$ cat src/rtl/keypad_scan_fifo.sv
// keypad_scan_fifo
//   Matrix keypad scanner for ROWS x COLS keypads. Columns are driven
//   one at a time (active-low) for SCAN_DIV clocks each. The row sense
//   is sampled at the end of each column dwell, and the samples are
//   folded into a per-frame result: NONE, SINGLE(code) or MULTI.
//   Each new accepted single key is queued as one press event in a
//   show-ahead FIFO. The accepted state needs DEBOUNCE_FRAMES identical
//   non-MULTI frames in a row.
//
// Ports
//   clk        system clock
//   res        synchronous active-high reset
//   row_in     row sense, active-low, already synchronised
//   col_drive  one-hot active-low column drive
//   key_code   FIFO head code (col*ROWS + row); held when empty
//   key_valid  FIFO non-empty
//   key_ready  consumer pop request (pop = key_valid & key_ready)
//   key_down   debounced "exactly one key held"
//   held_code  code of the held key, meaningful while key_down=1
//   multi_key  last completed frame saw more than one key
//   overflow   sticky: a press event was dropped on a full FIFO
//   ovf_clr    clears overflow (a simultaneous drop wins)
module keypad_scan_fifo #(
   parameter int ROWS            = 4,
   parameter int COLS            = 4,
   parameter int SCAN_DIV        = 1000,
   parameter int DEBOUNCE_FRAMES = 3,
   parameter int FIFO_DEPTH      = 8,
   parameter int CW              = $clog2(ROWS*COLS)
) (
   input  logic            clk,
   input  logic            res,
   input  logic [ROWS-1:0] row_in,
   output logic [COLS-1:0] col_drive,
   output logic [CW-1:0]   key_code,
   output logic            key_valid,
   input  logic            key_ready,
   output logic            key_down,
   output logic [CW-1:0]   held_code,
   output logic            multi_key,
   output logic            overflow,
   input  logic            ovf_clr
);

   localparam int DW  = (SCAN_DIV > 1) ? $clog2(SCAN_DIV) : 1;
   localparam int CIW = (COLS > 1) ? $clog2(COLS) : 1;
   localparam int RW  = (ROWS > 1) ? $clog2(ROWS) : 1;
   localparam int AW  = $clog2(FIFO_DEPTH);
   localparam int NW  = $clog2(FIFO_DEPTH + 1);
   localparam int DBW = $clog2(DEBOUNCE_FRAMES + 1);

   typedef enum logic [1:0] {RES_NONE, RES_SINGLE, RES_MULTI} frame_res_t;

   logic [DW-1:0]  div_cnt;
   logic [CIW-1:0] col_idx;
   logic           tick;
   logic           frame_end;

   assign tick      = (div_cnt == DW'(SCAN_DIV - 1));
   assign frame_end = tick && (col_idx == CIW'(COLS - 1));

   // Low-bit count of the current column (saturating at 2) and the row of a low bit
   logic [1:0]    col_low;
   logic [RW-1:0] col_row;
   logic [CW-1:0] col_code;

   always_comb begin
      col_low = '0;
      col_row = '0;
      for (int unsigned r = 0; r < ROWS; r++) begin
         if (!row_in[r]) begin
            if (col_low != 2'd2) col_low = col_low + 2'd1;
            col_row = RW'(r);
         end
      end
   end

   assign col_code = CW'(col_idx) * CW'(ROWS) + CW'(col_row);

   // Frame accumulator: saturating low-bit total plus the code of the single hit
   logic [1:0]    acc_low;
   logic [CW-1:0] acc_code;
   logic [2:0]    sum_raw;
   logic [1:0]    sum_low;
   logic [CW-1:0] sum_code;
   frame_res_t    frame_res;

   assign sum_raw  = {1'b0, acc_low} + {1'b0, col_low};
   assign sum_low  = (sum_raw > 3'd2) ? 2'd2 : sum_raw[1:0];
   assign sum_code = (col_low == 2'd1) ? col_code : acc_code;

   always_comb begin
      case (sum_low)
         2'd0:    frame_res = RES_NONE;
         2'd1:    frame_res = RES_SINGLE;
         default: frame_res = RES_MULTI;
      endcase
   end

   // Debounce: candidate plus saturating repeat count; MULTI frames are ignored
   logic           cand_single;
   logic [CW-1:0]  cand_code;
   logic [DBW-1:0] db_cnt;
   logic           match;
   logic           cand_single_n;
   logic [CW-1:0]  cand_code_n;
   logic [DBW-1:0] db_cnt_n;
   logic           accept;
   logic           push_new;
   logic           push_req;
   logic [CW-1:0]  push_code;

   always_comb begin
      match = ((frame_res == RES_NONE) && !cand_single) ||
              ((frame_res == RES_SINGLE) && cand_single && (sum_code == cand_code));
      cand_single_n = cand_single;
      cand_code_n   = cand_code;
      db_cnt_n      = db_cnt;
      if (frame_res != RES_MULTI) begin
         if (match) begin
            if (db_cnt != DBW'(DEBOUNCE_FRAMES)) db_cnt_n = db_cnt + DBW'(1);
         end else begin
            cand_single_n = (frame_res == RES_SINGLE);
            cand_code_n   = sum_code;
            db_cnt_n      = DBW'(1);
         end
      end
      accept   = frame_end && (frame_res != RES_MULTI) && (db_cnt_n == DBW'(DEBOUNCE_FRAMES));
      push_new = accept && cand_single_n && !(key_down && (held_code == cand_code_n));
   end

   always_ff @(posedge clk) begin
      if (res) begin
         div_cnt     <= '0;
         col_idx     <= '0;
         col_drive   <= ~COLS'(1);
         acc_low     <= '0;
         acc_code    <= '0;
         cand_single <= 1'b0;
         cand_code   <= '0;
         db_cnt      <= '0;
         key_down    <= 1'b0;
         held_code   <= '0;
         multi_key   <= 1'b0;
         push_req    <= 1'b0;
         push_code   <= '0;
      end else begin
         push_req <= push_new;
         if (push_new) push_code <= cand_code_n;
         if (tick) begin
            div_cnt <= '0;
            if (frame_end) begin
               col_idx     <= '0;
               col_drive   <= ~COLS'(1);
               acc_low     <= '0;
               acc_code    <= '0;
               multi_key   <= (frame_res == RES_MULTI);
               cand_single <= cand_single_n;
               cand_code   <= cand_code_n;
               db_cnt      <= db_cnt_n;
               if (accept) begin
                  key_down <= cand_single_n;
                  if (cand_single_n) held_code <= cand_code_n;
               end
            end else begin
               col_idx   <= col_idx + CIW'(1);
               col_drive <= ~(COLS'(1) << (col_idx + CIW'(1)));
               acc_low   <= sum_low;
               acc_code  <= sum_code;
            end
         end else begin
            div_cnt <= div_cnt + DW'(1);
         end
      end
   end

   // Event FIFO with a registered show-ahead head
   logic [CW-1:0] mem [FIFO_DEPTH];
   logic [AW-1:0] rd_ptr;
   logic [AW-1:0] wr_ptr;
   logic [AW-1:0] rd_n;
   logic [NW-1:0] fcnt;
   logic [NW-1:0] fcnt_n;
   logic          full;
   logic          pop;
   logic          push_ok;
   logic          drop;

   assign key_valid = (fcnt != '0);

   always_comb begin
      full    = (fcnt == NW'(FIFO_DEPTH));
      pop     = key_valid && key_ready;
      push_ok = push_req && (!full || pop);
      drop    = push_req && full && !pop;
      rd_n    = rd_ptr + AW'(pop);
      fcnt_n  = fcnt + NW'(push_ok) - NW'(pop);
   end

   always_ff @(posedge clk) begin
      if (push_ok) mem[wr_ptr] <= push_code;
   end

   always_ff @(posedge clk) begin
      if (res) begin
         rd_ptr   <= '0;
         wr_ptr   <= '0;
         fcnt     <= '0;
         key_code <= '0;
         overflow <= 1'b0;
      end else begin
         rd_ptr <= rd_n;
         if (push_ok) wr_ptr <= wr_ptr + AW'(1);
         fcnt <= fcnt_n;
         // The next head is the incoming entry only when nothing older remains
         if (fcnt_n != '0)
            key_code <= (push_ok && (rd_n == wr_ptr)) ? push_code : mem[rd_n];
         if (drop)
            overflow <= 1'b1;
         else if (ovf_clr)
            overflow <= 1'b0;
      end
   end

endmodule

$ cat config.mk
export PLATFORM = sky130hd
export DESIGN_NAME = keypad_scan_fifo
export DESIGN_NICKNAME = d
export VERILOG_FILES = /design/src/rtl/keypad_scan_fifo.sv
export SDC_FILE = /design/constraint.sdc
export NUM_CORES = 1
export LEC_CHECK = 0
export ABC_AREA = 1
export ABC_CLOCK_PERIOD_IN_PS = 10600
export CELL_PAD_IN_SITES_DETAIL_PLACEMENT = 0
export CELL_PAD_IN_SITES_GLOBAL_PLACEMENT = 2
export CORE_ASPECT_RATIO = 1.2
export CORE_MARGIN = 3
export CORE_UTILIZATION = 40
export CTS_CLUSTER_SIZE = 40
export DETAILED_ROUTE_END_ITERATION = 10
export PLACE_DENSITY_LB_ADDON = 0.05
export RECOVER_POWER = 100
export SYNTH_ARGS = -nofsm -noshare
export SYNTH_HDL_FRONTEND = slang
export SYNTH_SLANG_ARGS = --single-unit
$ cat constraint.sdc
create_clock -name clk -period 10.6 [get_ports clk]
set_clock_uncertainty 0.1 [all_clocks]
set_input_delay 2.12 -clock clk [delete_from_list [all_inputs] [get_ports clk]]
set_output_delay 2.12 -clock clk [all_outputs]
set_load 0.01 [all_outputs]
==> results.cfg, run 1 <==
[status]
status = completed

[synth]
synth_area_leader_cell = dfxtp_1
ys_seq_area_share_pct = 48.5
avgSynthCellArea_um2 = 8.64
yosys-top-cells-area = dfxtp_1, edfxtp_1, nand2_1
yosys_warnings = 0
synth-seq-cells = 87
synthFlopType = dfxtp_1
synthTopCellsByCount = nand2_1, inv_1, nor2_1, dfxtp_1, edfxtp_1
syn_inst = 492
netlist.area_leader.share_pct = 25.9
synth_edf_count = 32
yosysMostFrequentCell = nand2_1
syn_nets = 520
syn-cell-area_um2 = 4250
synthArstFlopShare_pct = 0
synth_cell_types = 43

[place]
portBuffers = 23
placed_cell_area_um2 = 4600
globalplace.congestion = 0.787
dpl.cell_count = 630
dp.final_hpwl_um = 7190

[floorplan]
die_h_um = 119
ios = 24
rows = 40
fp.dieArea_um2 = 11900
die_w_um = 100
initial_core_util_pct = 41.6
coreArea_um2 = 10200

[worst_setup_path]
cp_max_fo = 8
reg2reg_depth = 13
cp_data_required_time_ps = 10730
r2r-end = key_code[3]
rrSetupSlack_ps = 7310
worstPathArrival_ps = 6350
r2r_start = fcnt[1]
cp-start-kind = input pin
end_kind = register
critPathKind = in2reg

[layout]
final_cells = 646
final_nets = 543
area.growth.synth_to_final_pct = 13.0
fin_area_um2 = 4800
antenna_cells = 0
drive_above_1_share_pct = 7.31
final_core_util_pct = 47.0

[power_and_ir_drop]
seq_power_share_pct = 39.5
p_sw_uw = 316
p_int_uw = 621
leakagePower_nw = 1.97
clockPowerShare_pct = 30.7
p_sw_share_pct = 33.7
vdd_drop_max_v = 0.0000771
p_comb_share_pct = 29.8
power_density_nw_per_um2 = 195

[timing]
holdWs_ps = 348
clock.fmax_ghz = 0.161
setup_violations = 0
fin_crit_sh_pct = 58.7
finalSetupTns_ps = 0
slew_viol_final = 0
max_slew_margin_pct = 38.1
hold_viol = 0
rsz0062_at_grt = no
tightest_slew_ps = 922
min_period_ps = 6220

[drt]
drt_first_iter_violations = 91
ant_nets = 0
wl_per_cell_um = 14.8
drc = 0
finalWirelength_um = 9560
dr_total_vias = 3163
avgViaCountPerCell = 4.90
first_pass_iters = 4

[clocking]
clockBufferDepth = 2
path_clk_slew_ps = 60
numCtsBuffers = 9
cts.sinks = 87
clock_latency_ps = 340
hold_buffers = 0
cts_root_buf = clkbuf_16
cts_max_level = 3
cts_resized = 0
tritoncts = done
post_cts_buffers = 0

[min_path]
whs_path_depth = 1
hold_start = div_cnt[0]
hold_class = reg2reg
hold_end = div_cnt[0]

[job]
cap_violations = 0

[global_routing]
grt_pass1_vias = 3205
grt-ovfl-total = 0
grt.total_usage_pct = 17.2
grt_first_pass_wirelength_um = 16000
antenna_found_initial = 0
grt_start_max_net_pins = 26
[per-stage QoR]
stage	total power, mW	setup WS [ps]
global placement	0.668	4740
floorplan	0.585	5480
detailed placement	0.671	4650
finish	0.938	4380
CTS	0.961	5010
global route	1.01	3930
[placed cells by master (no fill, tap or decap), types with 7 or more instances in the layout]
cell type / instances
a21oi_1: 14
clkbuf_16: 9
dfxtp_1: 55
dlygate4sd3_1: 19
edfxtp_1: 32
ha_1: 18
inv_1: 71
nand2_1: 73
nand2_2: 11
nand3_1: 27
nand4_1: 11
nor2_1: 69
nor3_1: 7
o211ai_1: 7
o21ai_0: 30
o22ai_1: 12
[flip-flops by register name, summed over array words and instances, names as in the netlist, 2 cells and up]
| register | cells |
|---|---|
| acc_code | 4 |
| db_cnt | 2 |
| cand_code | 4 |
| wr_ptr | 3 |
| col_drive | 4 |
| col_idx | 2 |
| div_cnt | 10 |
| mem | 32 |
| held_code | 4 |
| rd_ptr | 3 |
| push_code | 4 |
| key_code | 4 |
| acc_low | 2 |
| fcnt | 4 |
[how the worst max path moves through the flow]
stage                   endpoint  slack (ps)  cells after the start  startpoint
finish              push_code[1]        4380                     27   row_in[1]
global route        push_code[1]        3930                     27   row_in[1]
CTS                     push_req        5010                     21   row_in[1]
detailed placement      push_req        4650                     21   row_in[1]
global placement    held_code[1]        4740                     25   row_in[0]
floorplan           push_code[0]        5480                     21   row_in[0]
[routing by layer]
metal	global-route usage (%)	up-vias	routed length (um)
li1	-	1668	-
met1	19.5	1450	4060
met4	5.64	0	170
met2	31.3	33	5130
met3	3.81	12	203
met5	0	-	0
[area by class of cell]
class	count	area (um^2)
clock buffer	10	229
timing repair buffer	23	230
sequential	87	2060
clock inverter	6	37.5
tap	126	158
fill	1027	5410
multi-input combinational	319	1800
inverter	75	283
[worst max-delay path, cell delays in order]
cell	delay [ps]
dlygate4sd3_1	570
inv_1	50
ha_1	260
nand2_1	60
nand2_1	70
inv_1	60
ha_1	140
nand2_1	50
nand2_1	280
ha_1	210
inv_1	50
fa_1	470
nand2_1	110
nor2_1	110
inv_1	50
nor2_1	100
nand2_1	60
nor2_1	180
nand2_4	90
nand3_1	190
nand3_1	170
inv_1	100
nand4_1	190
clkinvlp_2	280
nand2_1	160
nand2_1	90
nand2_1	50
[kinds of logic (layout without fill, tap and decap cells)]
family | after synthesis | after routing | share of synthesized area [%]
simple gates | 211 | 211 | 24.1
fa+ha+maj | 20 | 20 | 6.24
compound gates | 73 | 73 | 10.2
xor+xnor | 11 | 11 | 2.27
flops | 87 | 87 | 48.5
mux | 4 | 4 | 1.00
buf+inv | 86 | 114 | 7.68
[power by group through the flow]
stage	sequential, mW	clock, mW	combinational (mW)
2_1_floorplan	0.379	0	0.206
3_3_place_gp	0.378	0	0.290
3_5_place_dp	0.379	0	0.292
4_1_cts	0.372	0.297	0.293
5_1_grt	0.373	0.312	0.321
6_report	0.371	0.288	0.279
Note: power is estimated with default switching activity, not from simulation.
==> run 2, diff against run 1 <==
--- a/config.mk
+++ b/config.mk
@@ -6,12 +6,12 @@
 export NUM_CORES = 1
 export LEC_CHECK = 0
 export ABC_AREA = 1
-export ABC_CLOCK_PERIOD_IN_PS = 10600
+export ABC_CLOCK_PERIOD_IN_PS = 5700
 export CELL_PAD_IN_SITES_DETAIL_PLACEMENT = 0
 export CELL_PAD_IN_SITES_GLOBAL_PLACEMENT = 2
 export CORE_ASPECT_RATIO = 1.2
 export CORE_MARGIN = 3
-export CORE_UTILIZATION = 40
+export CORE_UTILIZATION = 33
 export CTS_CLUSTER_SIZE = 40
 export DETAILED_ROUTE_END_ITERATION = 10
 export PLACE_DENSITY_LB_ADDON = 0.05
==> constraint.sdc (replaced) <==
create_clock -name clk -period 5.7 [get_ports clk]
set_clock_uncertainty 0.1 [all_clocks]
set_input_delay 1.14 -clock clk [delete_from_list [all_inputs] [get_ports clk]]
set_output_delay 1.14 -clock clk [all_outputs]
set_load 0.01 [all_outputs]
==> run 2 against run 1 <==
Critical path depth stayed put. First-iteration DRC count is 25% higher. Total power is 89% higher. Routed wire length is 0.25% lower.
==> results.cfg, run 2 (synthesis gave the netlist of run 1 again) <==
[power_and_ir_drop]
power_density_nw_per_um2 = 362
power_mw = 1.78
vdd_drop_max_v = 0.000138
leakagePower_nw = 2.00

[min_path]
hold_class = reg2reg

[timing]
rsz0062_at_grt = no
min_period_ps = 4870
setup_violations = 0
max_slew_margin_pct = 22.0
clock.fmax_ghz = 0.205
tightest_slew_ps = 1170
slew_viol_final = 0
fin_crit_sh_pct = 85.4
finalSetupTns_ps = 0
hold_viol = 0

[layout]
top_regs = mem (32), div_cnt (10)
final_nets = 546
top_register = mem
antenna_cells = 0
area.growth.synth_to_final_pct = 15.5
final_common_cell = nand2_1
largest_register_ffs = 32
layout_common_cells = nand2_1, inv_1, nor2_1, dfxtp_1, edfxtp_1
drive_above_1_share_pct = 8.80

[floorplan]
coreArea_um2 = 12300
die_h_um = 130
rows = 44
initial_core_util_pct = 34.5
fp.dieArea_um2 = 14300
ios = 24
die_w_um = 110

[place]
globalplace.congestion = 0.743
portBuffers = 23
dp.final_hpwl_um = 7160

[worst_setup_path]
worstPathArrival_ps = 5000
end_kind = register
critPathKind = in2reg
cp-start-kind = input pin
cp_data_required_time_ps = 5830
cp_max_fo = 8

[drt]
dr_total_vias = 3240
first_pass_iters = 4
avgViaCountPerCell = 4.74
ant_nets = 0
drc = 0
drt_first_iter_violations = 114
finalWirelength_um = 9540
wl_per_cell_um = 13.9

[global_routing]
grt_start_max_net_pins = 25
grt_first_pass_wirelength_um = 16200
antenna_found_initial = 0
grt-ovfl-total = 0
grt.total_usage_pct = 14.7
grt_pass1_vias = 3291

[clocking]
cts_root_buf = clkbuf_16
cts.sinks = 87
cts_resized = 0
cts_max_level = 3
tritoncts = done
path_clk_slew_ps = 70
clockBufferDepth = 2
hold_buffers = 0
numCtsBuffers = 9
post_cts_buffers = 0
clock_latency_ps = 340

[status]
status = completed

[job]
cap_violations = 0
-- run 2: power breakdown --
part           internal [mW]  leakage, nW  switching (mW)  total (mW)
registers              0.671        0.742          0.0161       0.688
clock network          0.305        0.139           0.270       0.575
logic                  0.195         1.12           0.319       0.514
total                   1.17         2.00           0.605        1.78
-- run 2: area by class of cell --
cell class	instances	area (um^2)
inverters	75	284
fillers	1292	7420
repair buffers	26	245
flip-flops and latches	87	2060
clock buffers	9	225
multi-input cells	319	1830
clock inverters	7	62.6
well taps	161	201
-- run 2: final timing paths --
path              startpoint      endpoint  slack [ps]  cells past startpoint
setup reg to reg     fcnt[1]   key_code[3]        2550                     13
setup / recovery   row_in[1]  push_code[1]         830                     27
hold / removal    div_cnt[0]    div_cnt[0]         350                      1
hold reg to reg   div_cnt[0]    div_cnt[0]         350                      1
-- run 2: worst max-delay path: stages --
cell           delay, ps
dlygate4sd3_1        570
inv_1                 50
ha_1                 260
nand2_1               70
nand2_1               70
inv_1                 60
ha_1                 140
nand2_1               50
nand2_1              270
ha_1                 210
inv_1                 50
fa_1                 470
nand2_1              130
nor2_1               110
inv_1                 60
nor2_1               100
nand2_1               60
nor2_1               180
nand2_4               90
nand3_1              180
nand3_2              130
inv_2                100
nand4_4              110
inv_4                150
nand2_4               70
nand2_1               60
nand2_1               50
-- run 2: metal layers --
metal / track usage, % / share of wire [%] / vias to the layer above / wire length [um]
li1: - / - / 1688 / -
met3: 3.12 / 2.6 / 17 / 247
met2: 25.6 / 50 / 35 / 4740
met1: 17.1 / 45 / 1500 / 4310
met5: 0 / 0 / - / 0
met4: 6.75 / 2.5 / 0 / 243
-- run 2: per-stage QoR --
step / instance area (um^2) / instances / utilization [%] / setup slack (ps) / hold WS [ps]
floorplan: 4250 / 492 / - / 1560 / 318
global placement: 4660 / 668 / 37.8 / 808 / 335
detailed placement: 4660 / 668 / 37.8 / 745 / 340
CTS: 4950 / 684 / 40.1 / 1100 / 353
global route: 4910 / 684 / 39.8 / 418 / 375
finish: 4910 / 684 / 39.8 / 832 / 346
